`src/rtl/alu_ctrl_issue_pkg.sv`:
```
// Shared ALU control encodings, decode field values and issue-buffer types.
package alu_ctrl_issue_pkg;

  localparam int unsigned CTRL_W  = 4;
  localparam int unsigned ALUOP_W = 2;
  localparam int unsigned FUNCT_W = 6;
  localparam int unsigned OPC_W   = 6;

  localparam logic [CTRL_W-1:0] CTRL_AND   = 4'b0000;
  localparam logic [CTRL_W-1:0] CTRL_OR    = 4'b0001;
  localparam logic [CTRL_W-1:0] CTRL_ADD   = 4'b0010;
  localparam logic [CTRL_W-1:0] CTRL_SUB   = 4'b0110;
  localparam logic [CTRL_W-1:0] CTRL_SLT   = 4'b0111;
  localparam logic [CTRL_W-1:0] CTRL_NOR   = 4'b1100;
  localparam logic [CTRL_W-1:0] CTRL_UNDEF = 4'b1111;

  localparam logic [ALUOP_W-1:0] ALUOP_ADD   = 2'b00;
  localparam logic [ALUOP_W-1:0] ALUOP_SUB   = 2'b01;
  localparam logic [ALUOP_W-1:0] ALUOP_RTYPE = 2'b10;
  localparam logic [ALUOP_W-1:0] ALUOP_ITYPE = 2'b11;

  localparam logic [FUNCT_W-1:0] FUNCT_ADD = 6'b100000;
  localparam logic [FUNCT_W-1:0] FUNCT_SUB = 6'b100010;
  localparam logic [FUNCT_W-1:0] FUNCT_AND = 6'b100100;
  localparam logic [FUNCT_W-1:0] FUNCT_OR  = 6'b100101;
  localparam logic [FUNCT_W-1:0] FUNCT_SLT = 6'b101010;
  localparam logic [FUNCT_W-1:0] FUNCT_NOR = 6'b100111;

  localparam logic [OPC_W-1:0] OPC_ADDI = 6'b001000;
  localparam logic [OPC_W-1:0] OPC_ANDI = 6'b001100;
  localparam logic [OPC_W-1:0] OPC_ORI  = 6'b001101;
  localparam logic [OPC_W-1:0] OPC_SLTI = 6'b001010;

  typedef enum logic [1:0] {
    ST_EMPTY = 2'd0,
    ST_ONE   = 2'd1,
    ST_FULL  = 2'd2
  } occ_state_e;

  typedef struct packed {
    logic [CTRL_W-1:0] control;
    logic              illegal;
  } alu_op_t;

endpackage

```
`src/rtl/alu_ctrl_issue_decode.sv`:
```
// Combinational MIPS ALUOp/funct/opcode decode into the 4-bit ALU control code.
module alu_ctrl_issue_decode
  import alu_ctrl_issue_pkg::*;
(
  input  logic [ALUOP_W-1:0] aluop_i,
  input  logic [FUNCT_W-1:0] funct_i,
  input  logic [OPC_W-1:0]   opcode_i,
  output alu_op_t            op_o
);

  always_comb begin
    op_o.control = CTRL_UNDEF;
    op_o.illegal = 1'b1;
    case (aluop_i)
      ALUOP_ADD: begin
        op_o.control = CTRL_ADD;
        op_o.illegal = 1'b0;
      end
      ALUOP_SUB: begin
        op_o.control = CTRL_SUB;
        op_o.illegal = 1'b0;
      end
      ALUOP_RTYPE: begin
        op_o.illegal = 1'b0;
        case (funct_i)
          FUNCT_ADD: op_o.control = CTRL_ADD;
          FUNCT_SUB: op_o.control = CTRL_SUB;
          FUNCT_AND: op_o.control = CTRL_AND;
          FUNCT_OR:  op_o.control = CTRL_OR;
          FUNCT_SLT: op_o.control = CTRL_SLT;
          FUNCT_NOR: op_o.control = CTRL_NOR;
          default: begin
            op_o.control = CTRL_UNDEF;
            op_o.illegal = 1'b1;
          end
        endcase
      end
      default: begin
        op_o.illegal = 1'b0;
        case (opcode_i)
          OPC_ADDI: op_o.control = CTRL_ADD;
          OPC_ANDI: op_o.control = CTRL_AND;
          OPC_ORI:  op_o.control = CTRL_OR;
          OPC_SLTI: op_o.control = CTRL_SLT;
          default: begin
            op_o.control = CTRL_UNDEF;
            op_o.illegal = 1'b1;
          end
        endcase
      end
    endcase
  end

endmodule

```
`src/rtl/alu_ctrl_issue.sv`:
```
// ALU control issue stage: decoder feeding a 2-entry valid/ready skid buffer toward EX.
// Optional illegal-op tracking is enabled by defining ALU_CTRL_ILLEGAL_TRAP_EN.
module alu_ctrl_issue
  import alu_ctrl_issue_pkg::*;
#(
  parameter int unsigned TAG_W = 5
) (
  input  logic               clk,
  input  logic               reset,
  input  logic               flush,
  input  logic               in_valid,
  output logic               in_ready,
  input  logic [ALUOP_W-1:0] in_aluop,
  input  logic [FUNCT_W-1:0] in_funct,
  input  logic [OPC_W-1:0]   in_opcode,
  input  logic [TAG_W-1:0]   in_tag,
  output logic               out_valid,
  input  logic               out_ready,
  output logic [CTRL_W-1:0]  out_control,
  output logic [TAG_W-1:0]   out_tag,
  output logic               out_illegal,
  output logic               illegal_seen
);

`ifdef ALU_CTRL_ILLEGAL_TRAP_EN
  localparam bit TRAP_EN = 1'b1;
`else
  localparam bit TRAP_EN = 1'b0;
`endif

  occ_state_e       state_q, state_d;
  alu_op_t          head_op_q, head_op_d, tail_op_q, tail_op_d;
  logic [TAG_W-1:0] head_tag_q, head_tag_d, tail_tag_q, tail_tag_d;
  logic             in_ready_q, in_ready_d;
  logic             out_valid_q, out_valid_d;
  logic             seen_q, seen_d;

  alu_op_t dec_op;
  alu_op_t new_op;
  logic    push;
  logic    pop;

  alu_ctrl_issue_decode u_decode (
    .aluop_i  (in_aluop),
    .funct_i  (in_funct),
    .opcode_i (in_opcode),
    .op_o     (dec_op)
  );

  // Illegal bit is only kept when trap tracking is built in.
  always_comb begin
    new_op.control = dec_op.control;
    new_op.illegal = dec_op.illegal & TRAP_EN;
  end

  assign push = in_valid & in_ready_q;
  assign pop  = out_valid_q & out_ready;

  // Head slot doubles as the output register; empty slots are held at zero.
  always_comb begin
    state_d    = state_q;
    head_op_d  = head_op_q;
    head_tag_d = head_tag_q;
    tail_op_d  = tail_op_q;
    tail_tag_d = tail_tag_q;
    case (state_q)
      ST_EMPTY: begin
        if (push) begin
          head_op_d  = new_op;
          head_tag_d = in_tag;
          state_d    = ST_ONE;
        end
      end
      ST_ONE: begin
        if (push && pop) begin
          head_op_d  = new_op;
          head_tag_d = in_tag;
        end else if (push) begin
          tail_op_d  = new_op;
          tail_tag_d = in_tag;
          state_d    = ST_FULL;
        end else if (pop) begin
          head_op_d  = '0;
          head_tag_d = '0;
          state_d    = ST_EMPTY;
        end
      end
      ST_FULL: begin
        if (pop) begin
          head_op_d  = tail_op_q;
          head_tag_d = tail_tag_q;
          tail_op_d  = '0;
          tail_tag_d = '0;
          state_d    = ST_ONE;
        end
      end
      default: begin
        head_op_d  = '0;
        head_tag_d = '0;
        tail_op_d  = '0;
        tail_tag_d = '0;
        state_d    = ST_EMPTY;
      end
    endcase
    if (flush) begin
      head_op_d  = '0;
      head_tag_d = '0;
      tail_op_d  = '0;
      tail_tag_d = '0;
      state_d    = ST_EMPTY;
    end
    seen_d      = seen_q | (push & ~flush & new_op.illegal);
    in_ready_d  = (state_d != ST_FULL);
    out_valid_d = (state_d != ST_EMPTY);
  end

  always_ff @(posedge clk or posedge reset) begin
    if (reset) begin
      state_q     <= ST_EMPTY;
      head_op_q   <= '0;
      head_tag_q  <= '0;
      tail_op_q   <= '0;
      tail_tag_q  <= '0;
      in_ready_q  <= 1'b1;
      out_valid_q <= 1'b0;
      seen_q      <= 1'b0;
    end else begin
      state_q     <= state_d;
      head_op_q   <= head_op_d;
      head_tag_q  <= head_tag_d;
      tail_op_q   <= tail_op_d;
      tail_tag_q  <= tail_tag_d;
      in_ready_q  <= in_ready_d;
      out_valid_q <= out_valid_d;
      seen_q      <= seen_d;
    end
  end

  assign in_ready     = in_ready_q;
  assign out_valid    = out_valid_q;
  assign out_control  = head_op_q.control;
  assign out_tag      = head_tag_q;
  assign out_illegal  = head_op_q.illegal;
  assign illegal_seen = seen_q;

endmodule

```
`config.mk`:
```
export PLATFORM = sky130hd
export DESIGN_NAME = alu_ctrl_issue
export DESIGN_NICKNAME = d
export VERILOG_FILES = /design/src/rtl/alu_ctrl_issue_pkg.sv /design/src/rtl/alu_ctrl_issue_decode.sv /design/src/rtl/alu_ctrl_issue.sv
export SDC_FILE = /design/constraint.sdc
export NUM_CORES = 1
export LEC_CHECK = 0
export CORE_MARGIN = 1
export CORE_UTILIZATION = 35
export DETAILED_ROUTE_END_ITERATION = 10
export PLACE_DENSITY = 0.72
export RECOVER_POWER = 25
export SLEW_MARGIN = 15
export SYNTH_ARGS = -nofsm -noshare
export SYNTH_HDL_FRONTEND = slang
export SYNTH_SLANG_ARGS = --single-unit
```
`constraint.sdc`:
```
create_clock -name clk -period 2 [get_ports clk]
set_input_delay 0.5 -clock clk [delete_from_list [all_inputs] [get_ports clk]]
set_output_delay 0.5 -clock clk [all_outputs]
set_load 0.01 [all_outputs]
```
==> metrics.cfg <==
[cts]
clkTransAtPathRegs_ps=80
cts_made_buffers=3
htree_levels=1
clockBufferDepth=2
postCtsHoldBufs=0
postCtsSetupRepairBufs=0
clock-sinks=22
clockRootBuffer=clkbuf_8
clk_latency_ps=260
cts_tree=yes

[layout]
fillers=345
antennaDiodeCount=0
layoutNonFillerInstCount=232
drive_gt1_frac=0.167
final_nets=211
multi_input_area_um2=702
seq_area_um2=552
area_growth_pct=43.5

[power_and_ir_drop]
p_int_uw=927
sequentialPowerShare=0.410
netSwitchingPower_uw=317
ir_drop_v=0.000269
p_sw_frac=0.255
power_density_mw_per_mm2=657
power_mw=1.24
clkPwrFrac=0.330
power_frac_comb=0.259
p_leak_nw=0.822

[worst_setup_path]
worstSetupPathType=primary input to flip-flop
endpoint_kind=flip-flop
required_ps=2150
cp_num_buf_inv=1
cp_cell_sequence=clkdlybuf4s50_1 > or4b_4 > nor3b_2 > o21ai_1 > a221o_1
crit_family=simple AND/OR/NAND/NOR gates
crit_fanout=2
slowest_delay_ps=550
crit_path_top_delay_cell=or4b_4
cp.arrival_ps=2070
crit_path_start_kind=primary input

[placed_design]
dp_cells=228
routabilityCongestion=0.863
hpwl_um=2620
numPortBuffers=34

[routing]
drc_errors=0
first_pass_iters=4
wl_um=3210
wl_per_cell_um=13.8
vias=1212
postRouteAntennaNets=0
drtIter0Drc=120
via_per_inst=5.22

[synthesis]
muxShareOfSynthArea=0.0833
synth-compound-area-share=0.225
synth_top_family_by_area=compound AO/OA/AOI/OAI gates
ys_ff_latch=22
postSynth.asyncResetShare=1.00
synth_xor_area_frac=0
synth_simple_gate_area_frac=0.212
synthesis.area_mm2=0.00132
synth_cells=134
yosys_warnings=0
synthAdderAreaFrac=0
ys_seq_area_frac=0.418
synth_edf_count=0
synthesis.area_per_instance_um2=9.86
synth_flop_cell=dfrtp_1
yosysUniqueCellTypes=45

[floorplanning]
start_util=0.381
ioPinCount=37
die_y_um=63.4
die_x_um=63.4
die-area_mm2=0.00402
core_area_mm2=0.00347
rows=21

[job]
max-cap-violations=0

[timing]
worst_pin_slew_ps=1160
fin_skew_ps=4.27
fin_crit_sh=0.960
relSlewSlack=0.226
fin_crit_ps=1920
slew_viol_final=0
hold_violations=0
rsz0062_at_grt=no
fmax_mhz=521
finalSetupViolCount=0

[grt]
overflow=0
grt_pass1_wl_um=5490
antenna_found_initial=0
track_usage=0.172
grt_pass1_vias=1250
grt_max_degree=23

[min_path]
min_path_type=flip-flop to flip-flop

[status]
status=finished, final reports clean

[worst register-to-register path, stage by stage, from the launching register on]
cell and delay [ps]:
dfrtp_1 570, a21boi_0 420, nor4_2 100, nor4b_1 170
a221o_1 270
[logic make-up after synthesis]
| kind of cell | count (synthesis) |
|---|---|
| buffers and inverters | 16 |
| multiplexers | 11 |
| AO/OA/AOI/OAI | 36 |
| AND/OR/NAND/NOR | 48 |
| other | 1 |
| flip-flops | 22 |
[power by group through the flow]
stage	Sequential [mW]	Clock (mW)	Combinational, mW
6_report	0.511	0.411	0.323
5_1_grt	0.515	0.437	0.352
3_5_place_dp	0.519	0	0.323
4_1_cts	0.510	0.421	0.324
3_3_place_gp	0.517	0	0.313
2_1_floorplan	0.517	0	0.156
[sequential cells by signal (all words and copies together) (netlist names)]
signal       count
in_ready         1
tail_tag_q       5
out_tag          5
tail_op_q        4
out_control      4
state_q          2
out_valid        1
[through the flow]
stage                     hold slack, ps  setup WS (ps)   util  area, um2  TNS [ps]
after detailed placement             483           -203  0.525       1820     -1190
after global placement               484           -167  0.525       1820      -562
after floorplan                      464            310      -       1330         0
after CTS                            504           75.8  0.546       1890         0
after global routing                 524           4.18  0.547       1900         0
final                                502           80.2  0.547       1900         0
[worst paths after layout]
check                        startpoint        endpoint  slack (ps)  cells after the start
setup / recovery            in_aluop[0]  out_control[1]          80                      5
hold / removal             tail_op_q[1]    tail_op_q[1]         500                      1
setup reg to reg             state_q[0]  out_control[0]         350                      4
hold reg to reg            tail_op_q[1]    tail_op_q[1]         500                      1
max in group asynchronous         reset       out_valid         410                      3
min in group asynchronous         reset   tail_tag_q[2]         900                      3
[final cells by class]
class                   instances  area share
clock buffers                   3      0.0218
flip-flops and latches         22       0.291
clock inverters                 1      0.0158
inverters                      11      0.0218
multi-input cells              97       0.370
well taps                      46      0.0304
repair buffers                 52       0.249
[cells in the mapped netlist, types with 2 or more instances]
library cell / n / share of area
dfrtp_1: 21 / 0.40
a21o_1: 2 / 0.011
and2_1: 3 / 0.014
nor2_1: 6 / 0.017
o2bb2ai_1: 4 / 0.027
nor3_1: 2 / 0.0076
buf_4: 3 / 0.017
a21oi_1: 5 / 0.019
a221o_1: 3 / 0.023
nor3b_1: 3 / 0.017
a22o_1: 7 / 0.046
nand4_1: 3 / 0.014
nand2b_1: 5 / 0.024
o32a_2: 2 / 0.017
nand3_1: 2 / 0.0076
nand2_1: 12 / 0.034
a31oi_1: 2 / 0.0095
inv_1: 11 / 0.031
mux2i_1: 11 / 0.083
nor4_1: 2 / 0.0095
[layer usage]
layer | track usage | wire (um) | share of wire | vias to the layer above
li1 | - | - | - | 597
met1 | 0.221 | 1460 | 0.45 | 572
met2 | 0.294 | 1590 | 0.50 | 43
met3 | 0.0236 | 162 | 0.051 | 0
met4 | 0.0568 | 0 | 0 | 0
met5 | 0 | 0 | 0 | -
[what timing repair did]
action                                  4_1_cts  5_1_grt
endpoints found under the setup margin        0        1
gates resized for setup                       0        1
endpoints found under the hold margin         0        0
[placed cells by master (no fill, tap or decap), drive strengths merged, types with 2 or more instances in the layout]
cell           Yosys  final
clkdlybuf4s50      0     34
dfrtp             21     21
buf                4     17
nand2             12     12
mux2i             11     11
inv               11     11
a22o               8      8
nor2               7      7
nand2b             5      5
a21oi              5      5
o2bb2ai            4      4
nor3b              4      4
clkbuf             0      4
and2               3      3
nand4              3      3
a221o              3      3
o32a               2      2
nor3               2      2
a21o               2      2
nand3              2      2
a31oi              2      2
conb               1      2
o21bai             2      2
nor4               2      2
No activity file was read; power rests on OpenSTA's default activity.
